**src/rtl/parking_pkg.sv**
```systemverilog
// Shared types and default constants for the parking-lot controller.
package parking_pkg;

  typedef enum logic [1:0] {
    IDLE = 2'd0,
    OPEN = 2'd1,
    HOLD = 2'd2
  } gate_state_t;

  localparam int DEF_CAPACITY  = 8;
  localparam int DEF_DEBOUNCE  = 4;
  localparam int DEF_GATE_OPEN = 8;
  localparam int DEF_DIV_HALF  = 5;

endpackage

```
**src/rtl/sensor_debounce.sv**
```systemverilog
// Raw sensor conditioning: 2-flop synchroniser, stability filter and a
// one-cycle pulse on each accepted rising edge of the filtered level.
module sensor_debounce #(
  parameter int DEBOUNCE = 4
) (
  input  logic clk_in,
  input  logic reset,
  input  logic raw,
  output logic level,
  output logic rise
);

  localparam int STAB_W = (DEBOUNCE > 1) ? $clog2(DEBOUNCE) : 1;
  localparam logic [STAB_W-1:0] STAB_LAST = STAB_W'(DEBOUNCE - 1);

  logic              sync_p0;
  logic              sync_p1;
  logic [STAB_W-1:0] stab_cnt;

  // Stage p0/p1: bring the asynchronous sensor into the clk_in domain.
  always_ff @(posedge clk_in or negedge reset) begin
    if (!reset) begin
      sync_p0 <= 1'b0;
      sync_p1 <= 1'b0;
    end else begin
      sync_p0 <= raw;
      sync_p1 <= sync_p0;
    end
  end

  // Filter: adopt the synchronised level once it has disagreed for DEBOUNCE cycles in a row.
  always_ff @(posedge clk_in or negedge reset) begin
    if (!reset) begin
      stab_cnt <= '0;
      level    <= 1'b0;
      rise     <= 1'b0;
    end else if (sync_p1 != level) begin
      if (stab_cnt == STAB_LAST) begin
        stab_cnt <= '0;
        level    <= sync_p1;
        rise     <= sync_p1;
      end else begin
        stab_cnt <= stab_cnt + STAB_W'(1);
        rise     <= 1'b0;
      end
    end else begin
      stab_cnt <= '0;
      rise     <= 1'b0;
    end
  end

endmodule

```
**src/rtl/parking_ctrl_multi.sv**
```systemverilog
// Parking-lot controller: debounced entry/exit sensors, occupancy count,
// timed entry/exit gates and a free-running divided display clock.
module parking_ctrl_multi
  import parking_pkg::*;
#(
  parameter int CAPACITY  = DEF_CAPACITY,
  parameter int CNT_W     = $clog2(CAPACITY + 1),
  parameter int DEBOUNCE  = DEF_DEBOUNCE,
  parameter int GATE_OPEN = DEF_GATE_OPEN,
  parameter int DIV_HALF  = DEF_DIV_HALF
) (
  input  logic             clk_in,
  input  logic             reset,
  input  logic             car_enter,
  input  logic             car_exit,
  output logic [CNT_W-1:0] spots,
  output logic [CNT_W-1:0] occupied,
  output logic             full,
  output logic             empty,
  output logic             entry_gate,
  output logic             exit_gate,
  output logic             entry_reject,
  output logic             exit_error,
  output logic             clk_out
);

  localparam int TMR_W = $clog2(GATE_OPEN + 1);
  localparam int DIV_W = (DIV_HALF > 1) ? $clog2(DIV_HALF) : 1;
  localparam logic [CNT_W-1:0] CAP      = CNT_W'(CAPACITY);
  localparam logic [TMR_W-1:0] TMR_LOAD = TMR_W'(GATE_OPEN);
  localparam logic [DIV_W-1:0] DIV_LAST = DIV_W'(DIV_HALF - 1);

  logic entry_level, entry_evt;
  logic exit_level,  exit_evt;

  gate_state_t      entry_state, exit_state;
  logic [TMR_W-1:0] entry_tmr,   exit_tmr;

  logic             entry_ok, exit_ok;
  logic             entry_acc, exit_acc;
  logic [CNT_W-1:0] occ_next;
  logic [DIV_W-1:0] div_cnt;

  sensor_debounce #(.DEBOUNCE(DEBOUNCE)) u_entry_db (
    .clk_in (clk_in),
    .reset  (reset),
    .raw    (car_enter),
    .level  (entry_level),
    .rise   (entry_evt)
  );

  sensor_debounce #(.DEBOUNCE(DEBOUNCE)) u_exit_db (
    .clk_in (clk_in),
    .reset  (reset),
    .raw    (car_exit),
    .level  (exit_level),
    .rise   (exit_evt)
  );

  // Acceptance: events count only while the gate is idle; a same-cycle exit frees room at full.
  always_comb begin
    entry_ok  = entry_evt && (entry_state == IDLE);
    exit_ok   = exit_evt  && (exit_state  == IDLE);
    exit_acc  = exit_ok  && (occupied != '0);
    entry_acc = entry_ok && ((occupied != CAP) || exit_acc);
    occ_next  = occupied;
    if (entry_acc && !exit_acc) begin
      occ_next = occupied + CNT_W'(1);
    end else if (exit_acc && !entry_acc) begin
      occ_next = occupied - CNT_W'(1);
    end
  end

  // Occupancy and derived status, all registered together one edge after the event.
  always_ff @(posedge clk_in or negedge reset) begin
    if (!reset) begin
      occupied     <= '0;
      spots        <= CAP;
      full         <= 1'b0;
      empty        <= 1'b1;
      entry_reject <= 1'b0;
      exit_error   <= 1'b0;
    end else begin
      occupied     <= occ_next;
      spots        <= CAP - occ_next;
      full         <= (occ_next == CAP);
      empty        <= (occ_next == '0);
      entry_reject <= entry_ok && !entry_acc;
      exit_error   <= exit_ok  && !exit_acc;
    end
  end

  // Entry gate: open for GATE_OPEN cycles, then hold while a car is still on the sensor.
  always_ff @(posedge clk_in or negedge reset) begin
    if (!reset) begin
      entry_state <= IDLE;
      entry_tmr   <= '0;
      entry_gate  <= 1'b0;
    end else begin
      case (entry_state)
        IDLE: begin
          if (entry_acc) begin
            entry_state <= OPEN;
            entry_tmr   <= TMR_LOAD;
            entry_gate  <= 1'b1;
          end
        end
        OPEN: begin
          if (entry_tmr == TMR_W'(1)) begin
            entry_state <= HOLD;
            entry_tmr   <= '0;
          end else begin
            entry_tmr <= entry_tmr - TMR_W'(1);
          end
        end
        HOLD: begin
          if (!entry_level) begin
            entry_state <= IDLE;
            entry_gate  <= 1'b0;
          end
        end
        default: begin
          entry_state <= IDLE;
          entry_tmr   <= '0;
          entry_gate  <= 1'b0;
        end
      endcase
    end
  end

  // Exit gate: same open/hold sequence driven by accepted exits.
  always_ff @(posedge clk_in or negedge reset) begin
    if (!reset) begin
      exit_state <= IDLE;
      exit_tmr   <= '0;
      exit_gate  <= 1'b0;
    end else begin
      case (exit_state)
        IDLE: begin
          if (exit_acc) begin
            exit_state <= OPEN;
            exit_tmr   <= TMR_LOAD;
            exit_gate  <= 1'b1;
          end
        end
        OPEN: begin
          if (exit_tmr == TMR_W'(1)) begin
            exit_state <= HOLD;
            exit_tmr   <= '0;
          end else begin
            exit_tmr <= exit_tmr - TMR_W'(1);
          end
        end
        HOLD: begin
          if (!exit_level) begin
            exit_state <= IDLE;
            exit_gate  <= 1'b0;
          end
        end
        default: begin
          exit_state <= IDLE;
          exit_tmr   <= '0;
          exit_gate  <= 1'b0;
        end
      endcase
    end
  end

  // Display clock divider: toggle every DIV_HALF clk_in cycles, independent of the sensors.
  always_ff @(posedge clk_in or negedge reset) begin
    if (!reset) begin
      div_cnt <= '0;
      clk_out <= 1'b0;
    end else if (div_cnt == DIV_LAST) begin
      div_cnt <= '0;
      clk_out <= ~clk_out;
    end else begin
      div_cnt <= div_cnt + DIV_W'(1);
    end
  end

endmodule

```
**config.mk**
```make
export PLATFORM = sky130hd
export DESIGN_NAME = parking_ctrl_multi
export DESIGN_NICKNAME = d
export VERILOG_FILES = /design/src/rtl/parking_pkg.sv /design/src/rtl/sensor_debounce.sv /design/src/rtl/parking_ctrl_multi.sv
export SDC_FILE = /design/constraint.sdc
export NUM_CORES = 1
export LEC_CHECK = 0
export BUFFER_PORTS_ARGS = -buffer_cell sky130_fd_sc_hd__buf_2
export CELL_PAD_IN_SITES_DETAIL_PLACEMENT = 0
export CELL_PAD_IN_SITES_GLOBAL_PLACEMENT = 2
export CORE_MARGIN = 5
export CORE_UTILIZATION = 42
export CTS_BUF_LIST = sky130_fd_sc_hd__clkbuf_16
export CTS_CLUSTER_SIZE = 25
export DETAILED_ROUTE_END_ITERATION = 6
export HOLD_SLACK_MARGIN = 0.05
export PLACE_DENSITY_LB_ADDON = 0.1
export SYNTH_ARGS = -nofsm -noshare
export SYNTH_HDL_FRONTEND = slang
export SYNTH_HIERARCHICAL = 1
export SYNTH_SLANG_ARGS = --single-unit
```
**constraint.sdc**
```tcl
create_clock -name clk_in -period 4.1 [get_ports clk_in]
set_input_delay 0.41 -clock clk_in [delete_from_list [all_inputs] [get_ports clk_in]]
set_output_delay 0.41 -clock clk_in [all_outputs]
set_load 0.01 [all_outputs]
```
==> summary.md <==
| Metric | Value |
|---|---|
| Total Routed Length | 3370 um |
| Grt total ovfl | 0 |
| CTS tree | yes |
| Peak VDD IR | 0.275 mV |
| Power share of the combinational group | 35.0% |
| FF/Latch Area | 0.00103 mm^2 |
| Die area | 0.00602 mm^2 |
| Clk slew on worst S/H paths | 50 ps |
| Commonest cells after routing, fill and taps aside | dfrtp_1 (39), buf_2 (18), nand2_1 (14) |
| Crit-path slowest cell | or3b_2 |
| Placed cell count | 232 |
| Worst skew pair latency | 280 ps |
| Global-route wire length before repair | 5890 um |
| Cell count after synthesis | 165 |
| Static leakage | 1.03 nW |
| # clock sinks | 41 |
| Post-synth EDFFs | 0 |
| Clk pwr share | 22.7% |
| # DRC | 0 |
| RD Place Congestion | 0.945 |
| Switching Fraction | 35.1% |
| DP HPWL | 2440 um |
| CP Capture Type | flip-flop |
| Relative slew slack | 42.0% |
| Clock tree buffer depth | 2 |
| WP data arrival | 2700 ps |
| HP Start | car_exit |
| Unrepaired setup endpoints after global routing | false |
| Ant diodes | 0 |
| Worst hold endpoint | u_exit_db/sync_p0 |
| Max incr delay on CP | 530 ps |
| Asr flop ratio synth | 100% |
| Non-Filler Instances | 238 |
| Core Box Area | 0.00438 mm^2 |
| NetSw | 547 uW |
| Total track usage | 12.2% |
| Max-Cap Viols | 0 |
| Flops & latches, synth | 41 |
| Min cycle time layout | 2540 ps |
| Critical path fanouts, max | 8 |
| Die W | 77.6 um |
| Sequential element share of the synthesized area | 53.6% |
| Starting Density | 43.8% |
| FF-to-FF path depth | 8 |
| DR pass1 iterations | 4 |
| Die Y | 77.6 um |
| Htree depth | 2 |
| Area occupied by multi-input gates | 816 um^2 |
| Fillers | 393 |
| Critical-path cell list | inv_1 > ha_1 > or3b_2 > nand2_1 > o221ai_1 > o31a_1 > ha_1 > and3b_1 |
| Top-level I/O count | 19 |
| Detail Route Antenna Nets | 0 |
| YS warnings | 6 |
| Status | finished clean |
| Setup bufs post-CTS | 0 |
| Internal power | 1.01 mW |
| PD cells | 718 mW/mm^2 |
| Synthesized area | 0.00192 mm^2 |
| Sequential Power Share | 42.3% |
| CTS Buf Count | 5 |
| Vias | 1274 |
| Critical Path RT | 4260 ps |
| First-iteration detailed-routing DRC count | 125 |
| Final hold vios | 0 |
| Clock Skews | 6.07 ps |
| Via/cell ratio | 5.35 |
| Post-synth top flop | dfrtp_1 |
| Min-Delay Path Class | in2reg |
| Cts hold-fix bufs | 0 |
| Nets@finish | 202 |
| Syn avg cell area | 11.6 um^2 |
| Worst r2r src | occupied[0] |
| Fin crit share | 62.0% |
| Vias in the first global route | 1326 |
| Root buffer cell | clkbuf_16 |
| Yosys cell types | 49 |
| Setup slack, reg-to-reg | 1560 ps |
| Final setup violation count | 0 |
| Critical setup path kind | reg2reg |
| Largest net degree at the start of global routing | 42 |
| Post-DR wirelength/cell | 14.1 um |
| Commonest non-fill, non-tap cell in the layout | dfrtp_1 |
| Peak Freq | 0.393 GHz |
| Area grow syn2layout | 13.3% |
| Site Rows | 24 |
| Syn Nets | 180 |
| Final max-slew violation count | 0 |
| Post_cts resized | 0 |
| Share of post-route cells with drive strength above 1 | 19.9% |
| Initial antenna violation count | 0 |
| Worst Tran Pin Value | 869 ps |
| Min-Delay Path Depth | 1 |
| CP Launch Type | flip-flop |
| Count of input and output buffers | 18 |
| Reg2Reg Capture Point | full |
| Most used cell along the critical path | ha_1 |
| Fin Setup TNS | 0 ps |
metal layers:
| metal | wire length [um] | global-route usage [%] |
|---|---|---|
| met5 | 0 | 0 |
| met4 | 57 | 5.67 |
| met3 | 217 | 4.75 |
| met2 | 1620 | 19.7 |
| met1 | 1470 | 14.2 |
how the worst max path moves through the flow:
stage	from	endpoint	slack [ps]	cells after the start
after global routing	occupied[0]	empty	1400	8
after floorplan	occupied[0]	full	1810	8
final	occupied[0]	full	1560	8
after global placement	occupied[0]	full	1690	8
after CTS	occupied[0]	full	1580	8
after detailed placement	occupied[0]	full	1580	8
cells in the mapped netlist, types with 2 or more instances:
library cell | count | area, um^2
a21oi_1 | 4 | 20.0
o2bb2ai_1 | 2 | 17.5
o22ai_1 | 2 | 12.5
xnor2_1 | 7 | 61.3
nor3_1 | 3 | 15.0
buf_6 | 2 | 22.5
nand4_1 | 2 | 12.5
ha_1 | 11 | 138
dfstp_2 | 2 | 52.6
nand3_1 | 2 | 10.0
nor2b_1 | 3 | 18.8
and3b_2 | 2 | 20.0
nor3b_1 | 5 | 37.5
inv_1 | 12 | 45.0
nor3_2 | 2 | 20.0
nand2_1 | 14 | 52.6
o31ai_1 | 2 | 15.0
or3_1 | 2 | 12.5
o21ai_0 | 8 | 40.0
a31oi_1 | 2 | 12.5
mux2_1 | 2 | 22.5
o21bai_1 | 2 | 15.0
dfrtp_1 | 39 | 976
nor2_1 | 8 | 30.0
critical path, delay by kind of cell, from the launching register on:
kind,cells,cell delay (ps)
and+or+nand+nor,3,950
adders and majority gates,2,550
DFF,1,450
AOI/OAI and AO/OA,2,310
buffers and inverters,1,170
state kept, by name, summed over array words and instances, names as in the netlist, 2 cells and up:
register,count
u_entry_db/stab_cnt,2
div_cnt,3
entry_tmr,4
exit_state,2
entry_state,2
u_exit_db/stab_cnt,2
exit_tmr,4
spots,3
occupied,4
power by group through the flow:
stage	Clock, mW	Sequential (mW)	Combinational (mW)
final	0.354	0.660	0.547
after global routing	0.383	0.684	0.624
after CTS	0.366	0.660	0.555
after floorplan	0	0.663	0.410
after detailed placement	0	0.666	0.554
after global placement	0	0.663	0.546
cell type report:
cell class | instances | share of cell area, %
clock buffers | 5 | 5.75
flip-flops and latches | 41 | 47.3
repair buffers | 18 | 4.14
inverters | 12 | 2.07
multi-input cells | 109 | 37.5
clock inverters | 1 | 0.230
well taps | 52 | 2.99
cell families after synthesis:
logic type / count (synthesis) / share of synthesized area, %
AND/OR/NAND/NOR: 53 / 16.0
flip-flops: 41 / 53.6
AO/OA/AOI/OAI: 34 / 13.6
buffers and inverters: 15 / 3.91
adder cells (fa/ha/maj): 11 / 7.17
XOR/XNOR: 8 / 4.04
multiplexers: 3 / 1.69
stage by stage:
stage	setup WS, ps	utilization (%)	hold slack [ps]	cell area (um^2)	power (mW)
2_1_floorplan	1810	-	114	1920	1.07
3_3_place_gp	1690	46.6	334	2040	1.21
3_5_place_dp	1580	46.6	349	2040	1.22
4_1_cts	1580	49.6	233	2170	1.58
5_1_grt	1400	49.6	229	2170	1.69
6_report	1560	49.6	237	2170	1.56
Note: power is estimated with default switching activity, not from simulation.
